<file path="config.mk">
export PLATFORM = sky130hd
export DESIGN_NAME = m_strap_ctrl
export DESIGN_NICKNAME = d
export VERILOG_FILES = /design/src/rtl/m_strap_ctrl.sv
export SDC_FILE = /design/constraint.sdc
export NUM_CORES = 1
export LEC_CHECK = 0
export CORE_MARGIN = 5
export CORE_UTILIZATION = 35
export CTS_CLUSTER_SIZE = 28
export DETAILED_ROUTE_END_ITERATION = 12
export PLACE_DENSITY_LB_ADDON = 0.1
export SLEW_MARGIN = 10
export SYNTH_ARGS = -nofsm -noshare
export SYNTH_HDL_FRONTEND = slang
export SYNTH_SLANG_ARGS = --single-unit
</file>
<file path="constraint.sdc">
create_clock -name clk -period 1.54 [get_ports clk]
set_input_delay 0.308 -clock clk [delete_from_list [all_inputs] [get_ports clk]]
set_output_delay 0.308 -clock clk [all_outputs]
set_load 0.02 [all_outputs]
</file>
<file path="src/rtl/m_strap_ctrl.sv">
// rtl/m_strap_ctrl.sv - serial strap loader with shadow register, commit and abort
module m_strap_ctrl #(
    parameter int               WIDTH       = 8,
    parameter logic [WIDTH-1:0] DEFAULT_VAL = {WIDTH{1'b1}}
) (
    input  logic             clk,
    input  logic             rst,
    input  logic             cfg_start,
    input  logic             cfg_valid,
    input  logic             cfg_din,
    input  logic             commit,
    input  logic             abort,
    output logic [WIDTH-1:0] straps,
    output logic             ready,
    output logic             busy,
    output logic             done,
    output logic             err
);

    localparam int            CW   = (WIDTH > 1) ? $clog2(WIDTH) : 1;
    localparam logic [CW-1:0] LAST = CW'(WIDTH - 1);

    typedef enum logic [1:0] {
        IDLE  = 2'd0,
        SHIFT = 2'd1,
        READY = 2'd2,
        APPLY = 2'd3
    } state_t;

    state_t           state;
    state_t           state_nxt;
    logic [WIDTH-1:0] shadow;
    logic [CW-1:0]    cnt;
    logic             clr_shadow;
    logic             shift_en;
    logic             set_err;

    // Next-state decode; abort beats cfg_start beats commit beats cfg_valid.
    // An illegal commit during SHIFT is flagged but does not swallow a data bit.
    always_comb begin
        state_nxt  = state;
        clr_shadow = 1'b0;
        shift_en   = 1'b0;
        set_err    = 1'b0;
        case (state)
            IDLE: begin
                if (cfg_start) begin
                    state_nxt  = SHIFT;
                    clr_shadow = 1'b1;
                end else if (commit) begin
                    set_err = 1'b1;
                end
            end
            SHIFT: begin
                if (abort) begin
                    state_nxt  = IDLE;
                    clr_shadow = 1'b1;
                end else if (cfg_start) begin
                    clr_shadow = 1'b1;
                    set_err    = 1'b1;
                end else begin
                    set_err = commit;
                    if (cfg_valid) begin
                        shift_en = 1'b1;
                        if (cnt == LAST) begin
                            state_nxt = READY;
                        end
                    end
                end
            end
            READY: begin
                if (abort) begin
                    state_nxt  = IDLE;
                    clr_shadow = 1'b1;
                end else if (cfg_start) begin
                    state_nxt  = SHIFT;
                    clr_shadow = 1'b1;
                    set_err    = 1'b1;
                end else if (commit) begin
                    state_nxt = APPLY;
                end else if (cfg_valid) begin
                    set_err = 1'b1;
                end
            end
            APPLY: begin
                state_nxt = IDLE;
                set_err   = commit;
            end
            default: begin
                state_nxt = IDLE;
            end
        endcase
    end

    // State, shadow/counter, sticky error and strap output registers.
    always_ff @(posedge clk) begin
        if (rst) begin
            state  <= IDLE;
            straps <= DEFAULT_VAL;
            shadow <= '0;
            cnt    <= '0;
            err    <= 1'b0;
        end else begin
            state <= state_nxt;
            if (clr_shadow) begin
                shadow <= '0;
                cnt    <= '0;
            end else if (shift_en) begin
                shadow[cnt] <= cfg_din;
                if (cnt != LAST) begin
                    cnt <= cnt + 1'b1;
                end
            end
            if (set_err) begin
                err <= 1'b1;
            end
            if (state == APPLY) begin
                straps <= shadow;
            end
        end
    end

    assign ready = (state == READY);
    assign busy  = (state != IDLE);
    assign done  = (state == APPLY);

endmodule

</file>
[Word level (Yosys, flattened, before mapping)]
Index checks and enable logic that the tools add are counted.
Storage, ports and cells
  logic and storage cells: 52
  bits in latches: 0
  memories kept: 0
  register bits after elaboration: 22
  RAM bits: 0
  ROM bits: 0
Operators by class
  add/sub/neg operators: 1
  mux-type cells: 27
  shifts and indexed selects: 0
  bitwise operators: 0
  reduce and logical (&&, ||, !) cells: 7
  order comparisons: 2
  divide/modulo/power cells: 0
  multipliers: 0
  eq/ne operators: 10
Operator list (number)
  2-bit two-way mux: 8
  1-bit two-way mux: 14
  3-bit != test (second input constant): 4
  8-bit bitwise mux: 1
  2-bit case mux with 4 select lines: 1
  5-bit AND reduction: 1
  2-bit equality test (second input constant): 2
  3-bit by 4-bit < comparator with 1-bit output (second input constant): 1
  4-bit != test (second input constant): 1
  1-bit case mux with 4 select lines: 1
  2-bit OR reduction: 2
  3-bit by 1-bit adder with 3-bit output (second input constant): 1
  1-bit demux with 3-bit select: 1
  3-bit equality test (second input constant): 1
  3-bit by 1-bit greater-or-equal comparator with 1-bit output (second input constant): 1
  2-bit by 1-bit equality test with 1-bit output (second input constant): 1
  2-bit logical NOT: 1
  2-bit != test (second input constant): 1
  1-bit case mux with 2 select lines: 1
  2-bit AND reduction: 1
  2-bit nonzero test: 1
  1-bit logical AND: 1

[Depth between registers and ports, before layout]
Gate-level depths: netlist of run 1.
  depth after elaboration: 6
  mapped depth: 6
  depth with buffers taken out: 5

[Worst setup path before layout of run 1]
No wires, ideal clock.
  kind: reg-to-reg
  start point: register state[0]
  end point: register err
  data required time: 1.418 ns
  path buffers: 1
  setup slack: -0.002 ns
  arrival time: 1.420 ns
  cell stages (with the launch flop): 5
  cells stage by stage: dfxtp_1 ha_1 buf_2 a211o_1 o311a_1
On the way
  longest elaborated chain between the ends: 2
Ends and longest elaborated chain
  from (decl): line 30  | state_t state;
  from (signal assigned): line 104  | state <= state_nxt;
  2-bit equality test
  net done: line 16  | output logic done,
  1-bit case mux with 4 select lines: line 45  | case (state)
  to (signal assigned): line 102  | err <= 1'b0;
  to (signal assigned): line 115  | err <= 1'b1;
  to (decl): line 17  | output logic err
The timed path passes the listed nets, and every way through them passes these cells.
A chain may end at the register's enable or synchronous reset.

[Worst setup path in the final report of run 1]
  start point: register state[0]
  end point: register state[0]
On the way
  longest elaborated chain between the ends: 3
Ends and longest elaborated chain (line)
  2-bit equality test (tied with other cells): 45
  4-bit != test (no source line) (tied with other cells)
  5-bit AND reduction (no source line)
Parallel ways exist; a longest one is shown, timed or not.

==> results of run 1 <==
## metrics by stage
stage          total power (uW)  cell area, um^2
3_3_place_gp                848             1520
4_1_cts                    1170             1540
5_1_grt                    1240             1600
3_5_place_dp                852             1520
6_report                   1170             1600
2_1_floorplan               731             1170
## cells by family after synthesis
kind of cell | after synthesis
multiplexers | 9
AO/OA/AOI/OAI | 32
flip-flops | 22
buffers and inverters | 18
AND/OR/NAND/NOR | 38
adder cells (fa/ha/maj) | 8
## cell usage after synthesis (2+ instances only)
master,number
o41ai_1,8
nand4_1,8
nor2b_1,6
dfxtp_1,22
buf_4,2
buf_2,4
clkbuf_1,4
o21ai_0,6
nand3b_1,2
a21oi_1,2
mux2i_1,9
a211oi_1,12
ha_1,8
inv_1,7
nand3_1,3
nand2_1,11
## how the worst min path moves through the flow
stage / start / to / slack [ns] / cells after the start
after global placement: straps[2]$_SDFFE_PP1N_ / straps[2]$_SDFFE_PP1N_ / 0.45 / 2
final: shadow[0]$_SDFFE_PP0P_ / shadow[0]$_SDFFE_PP0P_ / 0.48 / 2
after detailed placement: straps[3]$_SDFFE_PP1N_ / straps[3]$_SDFFE_PP1N_ / 0.46 / 2
after CTS: shadow[0]$_SDFFE_PP0P_ / shadow[0]$_SDFFE_PP0P_ / 0.49 / 2
after floorplan: rst / shadow[5]$_SDFFE_PP0P_ / 0.39 / 1
after global routing: shadow[0]$_SDFFE_PP0P_ / shadow[0]$_SDFFE_PP0P_ / 0.50 / 2
## power breakdown
| group | leakage, uW | internal, uW | switching (uW) |
|---|---|---|---|
| clock | 0.0000210 | 144 | 178 |
| sequential | 0.000179 | 584 | 12.1 |
| combinational | 0.000366 | 123 | 131 |
| total | 0.000566 | 851 | 322 |
## repair_timing
| item | 4_1_cts | 5_1_grt |
|---|---|---|
| endpoints found under the setup margin | 23 | 17 |
| gates resized for setup | 24 | 15 |
| pin swaps | 0 | 1 |
## worst max-delay path, delay by kind of cell, from the launching register on
family	cells	cell delay, ns
AND/OR/NAND/NOR	1	0.14
AO/OA/AOI/OAI	2	0.52
adder cells (fa/ha/maj)	1	0.18
flip-flops	1	0.39
buffers and inverters	2	0.18
## final cells by class
class | instances | area share, %
Multi-Input combinational cell | 87 | 44.6
Sequential cell | 22 | 27.9
Timing Repair Buffer | 37 | 19.5
Tap cell | 46 | 3.60
Clock buffer | 4 | 2.27
Inverter | 8 | 2.11
## per-layer routing
metal,part of all wire (%),GRT usage (%),vias to the layer above
met5,0,0,-
met4,0.47,2.98,0
met3,3.9,3.78,2
met2,46,22.8,18
met1,49,18.7,519
li1,-,-,537
## state kept, by name, summed over array words and instances (netlist names)
name / count
shadow: 8
straps: 8
err: 1
cnt: 3
state: 2
==> flow_summary.ini, run 1 <==
[placed_design]
placed_cells = 200
place.gp.congestion = 0.740
place_ws_ns = -0.163
dp_hpwl_um = 2110
port_buffers = 18

[worst_setup_path]
worst_setup_path_start_kind = flip-flop
reg2reg_depth = 6
critPathMaxFanout = 3
r2r_start = state[0]$_SDFFE_PP0P_
crit_type = flip-flop to flip-flop
r2r-end = state[0]$_SDFFE_PP0P_
end_kind = flip-flop
cp_slowest_stage_delay_ns = 0.39
worstSetupEndpoint = state[0]$_SDFFE_PP0P_
cp_cell_sequence = inv_2 -> ha_2 -> buf_4 -> nor2b_1 -> a2111o_1 -> o211a_1
arrival_ns = 1.71
worstSetupStartpoint = state[0]$_SDFFE_PP0P_
r2r_slack_ns = 0.04
crit_required_ns = 1.75
critical_path.slowest_cell = dfxtp_4

[sta]
final_max_slew_viol_count = 0
setup_violations = 0
skew_ns = 0.00860
min_period_ns = 1.50
timing.hold.ws_ns = 0.479
fin_crit_sh_pct = 97.1
hold_viol = 0
grt_setup_unrepaired = no
fmax_mhz = 669
tightest_slew_ns = 0.326
relSlewSlack_pct = 78.0
fin_ws_ns = 0.0442
setup_tns_ns = 0

[drt]
detail-route-antenna-nets = 0
firstDrtPassIters = 4
detail_route.wl_per_cell_um = 14.7
viasPerCell = 5.27
wirelength_um = 3000
drt_iter0_markers = 64
via_count = 1076
drc = 0

[clock_tree]
h-tree-depth = 1
cts_buffer_depth = 2
clkTransAtPathRegs_ns = 0.13
clock_latency_ns = 0.31
numClockSinks = 22
cts_root_buf = clkbuf_4
numCtsBuffers = 3
hold_buffers = 0
postCtsSetupBuffers = 0
cts_tree = yes

[logic_synthesis]
yosys.area_share.simple_pct = 18.9
synth_mux_area_share_pct = 7.68
synth_fa_ha_area_share_pct = 8.54
synth_compound_area_share_pct = 20.5
syn_nets = 142
synth_top_family_by_area = compound AO/OA/AOI/OAI gates
async_flop_share_pct = 0
netlist_area_um2 = 1170
synthDistinctLibCells = 29
ys.flop_type = dfxtp_1
syn_inst = 127
synth_top_cell_by_area = dfxtp_1
yosysWarnings = 0
synth_edf_count = 0
syn_avg_cell_area_um2 = 9.23
synth_xor_area_share_pct = 0
ys_seq_area_share_pct = 37.6
synth_seq_cells = 22
synth_top_area_share_pct = 37.6
synth_area_leaders = dfxtp_1 (38%), ha_1 (8.5%), mux2i_1 (7.7%)

[status]
status = complete, no violations

[cells_and_area]
seq_area_um2 = 445
drive_gt1_share_pct = 25.9
fin_cells = 204
final_cell_mix = dfxtp_1 (20), buf_4 (19), nand2_1 (11)
num-fill-cells = 334
final_util_pct = 48.6
multi_input_area_um2 = 713
mostFrequentLayoutCell = dfxtp_1
final_nets = 174
area_growth_syn_to_layout_pct = 36.3
diodes = 0

[min_path]
hold_class = flip-flop to flip-flop

[floorplanning]
die_h_um = 67.9
io_pins = 19
core_area_um2 = 3280
die_w_um = 67.9
die-area_um2 = 4610
num_rows = 21
start_util_pct = 35.7

[flow_run]
drv_cap = 0

[global_route]
antenna_found_initial = 0
grt_usage_pct = 14.1
grt_pass1_vias = 1065
grt_overflow = 0
grt_pass1_wl_um = 4920
grt_max_degree = 13

[power_and_ir_drop]
power_density_nw_per_um2 = 734
leakagePower_uw = 0.000566
ir_drop_mv = 0.617
(Power assumes the default switching activity.)
==> run 2, diff against run 1 <==
--- a/config.mk
+++ b/config.mk
@@ -14,3 +14,4 @@
 export SYNTH_ARGS = -nofsm -noshare
 export SYNTH_HDL_FRONTEND = slang
 export SYNTH_SLANG_ARGS = --single-unit
+export TNS_END_PERCENT = 100
==> results of run 2 <==
The final DEF is identical to that of run 1; final timing and power are the same.
